`src/rtl/axis_buf_pkg.sv`:
```
// Shared types for the AXI-Stream packet buffer: beat layout and release-FSM states.
package axis_buf_pkg;

    localparam int DATA_WIDTH = 32;
    localparam int STRB_WIDTH = DATA_WIDTH / 8;

    typedef struct packed {
        logic [DATA_WIDTH-1:0] tdata;
        logic [STRB_WIDTH-1:0] tstrb;
        logic                  tlast;
    } axis_beat_t;

    typedef enum logic {
        HOLD   = 1'b0,
        STREAM = 1'b1
    } rel_state_t;

    // Storage bits per beat: data, byte strobes and the last flag.
    function automatic int beat_bits(input int dw);
        return dw + dw / 8 + 1;
    endfunction

endpackage

```
`src/rtl/axis_buf_ram.sv`:
```
// Simple dual-port register array: one synchronous write port, one asynchronous read port.
module axis_buf_ram #(
    parameter int DEPTH = 16,
    parameter int WIDTH = 37
) (
    input  logic                     clk_i,
    input  logic                     we_i,
    input  logic [$clog2(DEPTH)-1:0] waddr_i,
    input  logic [WIDTH-1:0]         wdata_i,
    input  logic [$clog2(DEPTH)-1:0] raddr_i,
    output logic [WIDTH-1:0]         rdata_o
);

    logic [WIDTH-1:0] mem_q [DEPTH];

    always_ff @(posedge clk_i) begin
        if (we_i) begin
            mem_q[waddr_i] <= wdata_i;
        end
    end

    assign rdata_o = mem_q[raddr_i];

endmodule

```
`src/rtl/axis_packet_buffer.sv`:
```
// AXI-Stream FIFO with registered first-word-fall-through head; optionally releases
// only complete packets, with a forced release when a packet cannot fit.
module axis_packet_buffer #(
    parameter int DATA_WIDTH        = 32,
    parameter int DEPTH             = 16,
    parameter bit STORE_AND_FORWARD = 1'b1
) (
    input  logic                       axis_aclk,
    input  logic                       axis_aresetn,
    input  logic [DATA_WIDTH-1:0]      s01_axis_tdata,
    input  logic [DATA_WIDTH/8-1:0]    s01_axis_tstrb,
    input  logic                       s01_axis_tvalid,
    input  logic                       s01_axis_tlast,
    output logic                       s01_axis_tready,
    input  logic                       m01_axis_tready,
    output logic [DATA_WIDTH-1:0]      m01_axis_tdata,
    output logic [DATA_WIDTH/8-1:0]    m01_axis_tstrb,
    output logic                       m01_axis_tvalid,
    output logic                       m01_axis_tlast,
    output logic [$clog2(DEPTH):0]     occupancy,
    output logic [$clog2(DEPTH):0]     pkt_count,
    output logic                       overrun
);

    import axis_buf_pkg::rel_state_t;
    import axis_buf_pkg::HOLD;
    import axis_buf_pkg::STREAM;
    import axis_buf_pkg::beat_bits;

    localparam int STRB_W = DATA_WIDTH / 8;
    localparam int PTR_W  = $clog2(DEPTH);
    localparam int CNT_W  = PTR_W + 1;
    localparam int BEAT_W = beat_bits(DATA_WIDTH);
    localparam logic [CNT_W-1:0] FULL_CNT = CNT_W'(DEPTH);

    logic [PTR_W-1:0]      wr_ptr_q, wr_ptr_d;
    logic [PTR_W-1:0]      rd_ptr_q, rd_ptr_d;
    logic [CNT_W-1:0]      occ_q, occ_d;
    logic [CNT_W-1:0]      pkt_q, pkt_d;
    logic                  overrun_q, overrun_d;
    logic                  head_vld_q, head_vld_d;
    logic [DATA_WIDTH-1:0] head_data_q, head_data_d;
    logic [STRB_W-1:0]     head_strb_q, head_strb_d;
    logic                  head_last_q, head_last_d;
    rel_state_t            state_q, state_d;

    logic                  wr_en;
    logic                  rd_en;
    logic                  wr_last;
    logic                  rd_last;
    logic                  head_load;
    logic                  forced_rel;
    logic [BEAT_W-1:0]     wr_beat;
    logic [BEAT_W-1:0]     rd_beat;

    // Handshakes: a beat moves when valid and ready are both high at a rising edge;
    // once m01_axis_tvalid rises, the head beat is held unchanged until accepted.
    assign s01_axis_tready = (occ_q != FULL_CNT);
    assign wr_en           = s01_axis_tvalid && s01_axis_tready;
    assign rd_en           = m01_axis_tvalid && m01_axis_tready;
    assign wr_last         = wr_en && s01_axis_tlast;
    assign rd_last         = rd_en && head_last_q;
    assign wr_beat         = {s01_axis_tdata, s01_axis_tstrb, s01_axis_tlast};

    axis_buf_ram #(
        .DEPTH (DEPTH),
        .WIDTH (BEAT_W)
    ) u_ram (
        .clk_i   (axis_aclk),
        .we_i    (wr_en),
        .waddr_i (wr_ptr_q),
        .wdata_i (wr_beat),
        .raddr_i (rd_ptr_d),
        .rdata_o (rd_beat)
    );

    always_comb begin
        wr_ptr_d = wr_ptr_q + PTR_W'(wr_en);
        rd_ptr_d = rd_ptr_q + PTR_W'(rd_en);

        occ_d = occ_q;
        if (wr_en && !rd_en) begin
            occ_d = occ_q + CNT_W'(1);
        end else if (!wr_en && rd_en) begin
            occ_d = occ_q - CNT_W'(1);
        end

        pkt_d = pkt_q;
        if (wr_last && !rd_last) begin
            pkt_d = pkt_q + CNT_W'(1);
        end else if (!wr_last && rd_last) begin
            pkt_d = pkt_q - CNT_W'(1);
        end
    end

    // The head entry stays counted in occupancy; refill it only from beats already in the RAM.
    always_comb begin
        head_vld_d  = head_vld_q;
        head_data_d = head_data_q;
        head_strb_d = head_strb_q;
        head_last_d = head_last_q;
        head_load   = (rd_en || !head_vld_q) &&
                      (occ_q > (rd_en ? CNT_W'(1) : CNT_W'(0)));
        if (head_load) begin
            head_vld_d = 1'b1;
            {head_data_d, head_strb_d, head_last_d} = rd_beat;
        end else if (rd_en) begin
            head_vld_d = 1'b0;
        end
    end

    always_ff @(posedge axis_aclk) begin
        if (!axis_aresetn) begin
            wr_ptr_q    <= '0;
            rd_ptr_q    <= '0;
            occ_q       <= '0;
            pkt_q       <= '0;
            overrun_q   <= 1'b0;
            head_vld_q  <= 1'b0;
            head_data_q <= '0;
            head_strb_q <= '0;
            head_last_q <= 1'b0;
        end else begin
            wr_ptr_q    <= wr_ptr_d;
            rd_ptr_q    <= rd_ptr_d;
            occ_q       <= occ_d;
            pkt_q       <= pkt_d;
            overrun_q   <= overrun_d;
            head_vld_q  <= head_vld_d;
            head_data_q <= head_data_d;
            head_strb_q <= head_strb_d;
            head_last_q <= head_last_d;
        end
    end

    always_ff @(posedge axis_aclk) begin
        if (!axis_aresetn) begin
            state_q <= STORE_AND_FORWARD ? HOLD : STREAM;
        end else begin
            state_q <= state_d;
        end
    end

    // A full buffer with no complete packet would deadlock, so its packet is released early.
    always_comb begin
        state_d    = state_q;
        forced_rel = 1'b0;
        if (!STORE_AND_FORWARD) begin
            state_d = STREAM;
        end else begin
            case (state_q)
                HOLD: begin
                    if (pkt_q != '0) begin
                        state_d = STREAM;
                    end else if (occ_q == FULL_CNT) begin
                        state_d    = STREAM;
                        forced_rel = 1'b1;
                    end
                end
                STREAM: begin
                    if (rd_last && (pkt_d == '0)) begin
                        state_d = HOLD;
                    end
                end
                default: state_d = HOLD;
            endcase
        end
        overrun_d = overrun_q | forced_rel;
    end

    always_comb begin
        m01_axis_tvalid = head_vld_q && (state_q == STREAM);
    end

    assign m01_axis_tdata = head_data_q;
    assign m01_axis_tstrb = head_strb_q;
    assign m01_axis_tlast = head_last_q;
    assign occupancy      = occ_q;
    assign pkt_count      = pkt_q;
    assign overrun        = overrun_q;

endmodule

```
`config.mk`:
```
export PLATFORM = sky130hd
export DESIGN_NAME = axis_packet_buffer
export DESIGN_NICKNAME = d
export VERILOG_FILES = /design/src/rtl/axis_buf_pkg.sv /design/src/rtl/axis_buf_ram.sv /design/src/rtl/axis_packet_buffer.sv
export SDC_FILE = /design/constraint.sdc
export NUM_CORES = 1
export LEC_CHECK = 0
export CAP_MARGIN = 0
export CORE_UTILIZATION = 25
export CTS_BUF_LIST = sky130_fd_sc_hd__clkbuf_8
export CTS_CLUSTER_SIZE = 40
export DETAILED_ROUTE_END_ITERATION = 10
export HOLD_SLACK_MARGIN = 0.1
export SLEW_MARGIN = 0
export SYNTH_ARGS = -nofsm -noshare
export SYNTH_HDL_FRONTEND = slang
export SYNTH_SLANG_ARGS = --single-unit
```
`constraint.sdc`:
```
create_clock -name axis_aclk -period 5.1 [get_ports axis_aclk]
set_input_delay 0.51 -clock axis_aclk [delete_from_list [all_inputs] [get_ports axis_aclk]]
set_output_delay 0.51 -clock axis_aclk [all_outputs]
set_load 0.1 [all_outputs]
```
==> flow_summary.yaml, run 1 <==
final_layout:
  postLayoutCellArea_um2: 29710
  area_delta_synth_final_pct: 18.16
  final_net_count: 1389
  drive_gt1_frac: 0.2526
  n_fill_cell: 9555
  post-route-util: 0.3001
global_routing:
  track_usage: 0.1149
  first_global_vias: 12730
  antenna_found_initial: 7
  grt_overflow_total: 0
  grt_max_degree: 76
  grt_pass1_wl_um: 85740
sta:
  hold_violations: 0
  max_freq_mhz: 312.7
  worstMarginPinSlew_ns: 1.117
  fin_setup_tns_ns: 0
  max_slew_margin: 0.2532
  skew_ns: 0.05313
  rsz0062_at_grt: "no"
  fin_crit_ns: 3.198
  setup_viol: 0
  slew_violations: 0
  period_share: 0.6271
power:
  ir_worst_vdd_uv: 292.7
  powerDensity_nw_per_um2: 474.2
  power_leakage_nw: 9.717
logic_synthesis:
  synthCells: 1175
  synthFlopType: "edfxtp_1"
  yosysWarnings: 0
  seq_area_frac_synth: 0.7533
  yosysUniqueCellTypes: 46
  synth_area_um2: 25140
  ys_top_cells_by_area: "edfxtp_1 (71%), mux4_2 (12%), dfxtp_1 (4.6%)"
  yosys.area.top_type: "edfxtp_1"
  synth-seq-cells: 650
  synth_top_area_share: 0.7071
  synth_enable_flop_cells: 592
  syn_avg_cell_area_um2: 21.40
  syn-num-nets: 1228
  synth-async-reset-ratio: 0
cts:
  postCtsSetupBuffers: 0
  clock_path_buffers: 3
  h-tree-depth: 3
  cts_hold_buf: 0
  root_buffer: "clkbuf_8"
  cts_resized: 0
  cts_made_buffers: 101
  cts.sink_count: 650
  clkLatencyLatePin_ns: 0.71
  clk_pin_slew_ns: 0.06
  cts_tree: "built"
detailed_routing:
  wire_per_inst_um: 21.64
  drt_iter0_drc: 859
  drc: 0
  via_count: 11980
  via_per_inst: 4.422
  final_antenna_net_count: 0
  wirelength_um: 58640
  detail_route.first_pass.iterations: 5
setup_path:
  cp_max_fo: 6
  crit_arrival_ns: 2.69
  end_kind: "output pin"
  path_class: "flop to output pin"
  critPathTopFamily: "buffers and inverters"
  crit_buf_inv: 2
  worstPathRequired_ns: 4.59
  cpPeakStageDelay_ns: 0.97
  crit_slowest_cell: "clkdlybuf4s50_1"
  worstSetupStartpointType: "flop"
  cp_cell_sequence: "or3_4 -> nor2_1 -> inv_1 -> clkdlybuf4s50_1"
floorplanning:
  initial_core_util: 0.2540
  pin_count: 91
  die_h_um: 319.1
  die-area_um2: 101800
  core_area_um2: 98990
  num_rows: 115
  fp.dieW_um: 319.1
place:
  place_congestion: 0.7039
  placed_area_um2: 27710
  io_buffers: 90
  dp_hpwl_um: 30880
flow_run:
  max-cap-violations: 0
min_path:
  hold_path_class: "flop to flop"
status:
  outcome: "finished clean"
routing by layer:
layer,vias to the layer above,global-route usage,routed length [um]
met1,6380,0.1410,24370
met4,8,0.03472,908
li1,5205,-,-
met5,-,0,53
met3,84,0.02508,3227
met2,307,0.2007,30080
final timing paths:
path                                            to               start  depth (start not counted)  slack [ns]
worst min-delay path            m01_axis_tdata[27]  m01_axis_tdata[27]                          2        0.46
worst min register to register  m01_axis_tdata[27]  m01_axis_tdata[27]                          2        0.46
worst max register to register        occupancy[4]        occupancy[1]                         11        1.96
worst max-delay path               s01_axis_tready        occupancy[1]                          4        1.90
cells by family after synthesis:
logic type,share of synthesized area
xor gates and xnor gates,0.005176
DFF,0.7533
and+or+nand+nor,0.02100
adders and majority gates,0.006669
buffers and inverters,0.01801
AOI/OAI and AO/OA,0.01299
muxes,0.1829
synth_stat cells, drive strengths merged (7+ instances only):
| library cell | number |
|---|---|
| edfxtp | 592 |
| mux2 | 37 |
| mux2i | 78 |
| nor2 | 29 |
| inv | 8 |
| nand3 | 42 |
| nor3 | 8 |
| ha | 11 |
| mux4 | 148 |
| buf | 46 |
| xnor2 | 9 |
| clkbuf | 18 |
| o21ai | 40 |
| a21oi | 7 |
| dfxtp | 58 |
final cells by class:
type,count,area [um2],area share
repair buffers,122,1211,0.04077
clock buffers,108,1486,0.05003
clock inverters,80,509.2,0.01714
inverters,8,30.03,0.001011
flip-flops and latches,650,18940,0.6375
well taps,1287,1610,0.05420
diodes,2,5.005,0.0001685
multi-input cells,453,5918,0.1992
worst register-to-register path, delay by kind of cell (launching register included):
kind                     cells  cell delay [ns]
XOR/XNOR                     1             0.09
AND/OR/NAND/NOR              2             0.74
adder cells (fa/ha/maj)      2             0.57
buffers and inverters        2             0.35
AO/OA/AOI/OAI                4             0.94
flip-flops                   1             0.37
through the flow:
step	hold WS (ns)	power, mW	cells	setup WS (ns)
floorplan	0.4895	9.034	1175	0.2348
global placement	0.4471	9.974	2520	1.528
detailed placement	0.4515	10.01	2520	1.526
CTS	0.4597	14.28	2708	1.842
global route	0.4820	14.66	2710	1.782
finish	0.4590	14.09	2710	1.902
where the power goes:
group	switching, mW	internal (mW)	leakage [nW]
sequential	0.211	6.14	5.82
combinational	2.37	1.11	2.72
clock	2.03	2.23	1.18
cells in the final DEF, fill, tap and decap left out, types with 13 or more instances in the layout:
cell type | synthesis | routed
nor2_1 | 29 | 17
mux2_2 | 37 | 37
clkdlybuf4s50_1 | 0 | 89
nand3_1 | 42 | 42
inv_1 | 7 | 49
mux4_2 | 130 | 130
mux4_1 | 18 | 18
edfxtp_1 | 592 | 592
dfxtp_1 | 58 | 58
mux2i_1 | 78 | 78
clkinv_2 | 0 | 13
buf_4 | 9 | 26
clkinv_1 | 0 | 13
clkbuf_8 | 0 | 108
o21ai_1 | 36 | 36
sequential cells by signal (all words and copies together), names as in the netlist:
| name | flops |
|---|---|
| wr_ptr_q | 4 |
| occupancy | 5 |
| head_vld_q | 1 |
| overrun | 1 |
| pkt_count | 5 |
| m01_axis_tlast | 1 |
| m01_axis_tstrb | 4 |
| m01_axis_tdata | 32 |
| u_ram.mem_q | 592 |
| state_q | 1 |
| rd_ptr_q | 4 |
Power figures use the tool's default switching activity.
==> run 2, diff against run 1 <==
Clock period 5.1 ns to 3.23 ns, I/O delays scaled along.
==> run 2 against run 1 <==
- wire length about the same
- via count grew 0.72%
- critical path depth grew 7
==> flow_summary.yaml, run 2 (same netlist as run 1, synthesis figures left out) <==
status:
  outcome: "finished clean"
global_routing:
  grt_max_degree: 50
  track_usage: 0.1144
  grt_pass1_wl_um: 85910
  first_global_vias: 12830
  grt_overflow_total: 0
  antenna_found_initial: 13
place:
  placed_area_um2: 28090
  dp_slack_ns: 0.1760
  dp_cells: 2543
  dp_hpwl_um: 32740
  io_buffers: 90
  place_congestion: 0.7310
final_layout:
  final_net_count: 1407
  final_cells: 2723
  n_fill_cell: 9520
  final_cell_mix: "edfxtp_1 (592), mux4_2 (130), clkbuf_8 (110)"
  postLayoutCellArea_um2: 30050
  largest_register_ffs: 592
  drive_gt1_frac: 0.2819
  largest_register: "u_ram.mem_q"
  layout_commonest_cell: "edfxtp_1"
  post-route-util: 0.3035
  area_delta_synth_final_pct: 19.52
detailed_routing:
  detail_route.first_pass.iterations: 4
  drc: 0
  wirelength_um: 58590
  final_antenna_net_count: 0
  wire_per_inst_um: 21.52
  via_count: 12070
  via_per_inst: 4.433
  drt_iter0_drc: 760
cts:
  cts.sink_count: 650
  clk_pin_slew_ns: 0.06
  clock_path_buffers: 3
  cts_tree: "built"
  postCtsSetupBuffers: 0
  clkLatencyLatePin_ns: 0.69
  h-tree-depth: 3
  cts_made_buffers: 96
  root_buffer: "clkbuf_8"
setup_path:
  end_kind: "flop"
  rr_worst_depth: 11
  rrSetupSlack_ns: 0.40
  cp_max_fo: 6
  crit_arrival_ns: 3.44
  reg2reg_to: "occupancy[4]"
  path_class: "flop to flop"
  worstSetupStartpointType: "flop"
  rr_startpoint: "occupancy[1]"
  worstPathRequired_ns: 3.83
floorplanning:
  core_area_um2: 98990
  num_rows: 115
  die_h_um: 319.1
  pin_count: 91
  die-area_um2: 101800
  initial_core_util: 0.2540
  fp.dieW_um: 319.1
min_path:
  min_path_cells: 3
  min_to: "wr_ptr_q[2]"
  hold_path_startpoint: "axis_aresetn"
  hold_path_class: "input pin to flop"
power:
  p_seq_frac: 0.451
  pwr-share-comb: 0.251
  switching_share: 0.3235
  p_sw_mw: 7.197
  power_leakage_nw: 9.823
  total_power_mw: 22.24
  powerDensity_nw_per_um2: 740.3
  internal_power_mw: 15.05
  p_clk_frac: 0.299
  ir_worst_vdd_uv: 359.7
sta:
  max_freq_mhz: 353.0
  setup_viol: 0
  worstMarginPinSlew_ns: 1.039
  hold_violations: 0
  fin_setup_tns_ns: 0
  slew_violations: 0
  hold_ws_ns: 0.2230
  setup_slack_ns: 0.3968
  skew_ns: 0.03458
  max_slew_margin: 0.3049
  rsz0062_at_grt: "no"
  fin_crit_ns: 2.833
  period_share: 0.8771
flow_run:
  max-cap-violations: 0
-- run 2: worst max-delay path by stage --
stage	start	to	slack, ns	depth (start not counted)
after detailed placement	m01_axis_tready	m01_axis_tdata[23]	0.18	9
after floorplan	occupancy[4]	u_ram.mem_q[15][0]	-0.19	5
after CTS	occupancy[1]	occupancy[4]	0.21	11
final	occupancy[1]	occupancy[4]	0.40	11
after global placement	m01_axis_tready	m01_axis_tdata[9]	0.23	10
after global routing	occupancy[1]	occupancy[4]	0.16	11
-- run 2: area by class of cell --
type                            count  area [um2]  area share
Sequential cell                   650       18940      0.6304
Inverter                            8       30.03   0.0009993
Multi-Input combinational cell    453        5943      0.1978
Clock buffer                      110        1514     0.05038
Antenna cell                        3       7.507   0.0002498
Tap cell                         1287        1610     0.05359
Timing Repair Buffer              145        1567     0.05213
Clock inverter                     67       434.2     0.01445
-- run 2: critical path, stage by stage, from the launching register on --
cell and delay (ns):
dfxtp_2 0.36, or3_4 0.43, o21ai_1 0.27, inv_1 0.15, ha_1 0.25, inv_1 0.14
ha_1 0.29, a21o_1 0.19, a21oi_1 0.17, xnor2_1 0.09, or3_1 0.30, a21oi_1 0.13
-- run 2: power by group through the flow --
stage	logic, mW	clock network [mW]	registers [mW]
4_1_cts	5.68	6.83	10.1
5_1_grt	5.88	7.14	10.1
2_1_floorplan	2.32	0	11.9
6_report	5.57	6.64	10.0
3_5_place_dp	5.67	0	10.2
3_3_place_gp	5.62	0	10.2
-- run 2: what timing repair did --
item | CTS | global route
gates resized for setup | 0 | 1
endpoints found under the hold margin | 0 | 0
setup endpoints to repair | 0 | 1
hold buffers | 0 | 0
-- run 2: metal layers --
metal	global-route usage	vias to the layer above	wire length, um
met3	0.02661	86	3078
met5	0	-	121
met2	0.2005	256	30140
met1	0.1380	6468	24150
met4	0.03707	22	1104
li1	-	5238	-
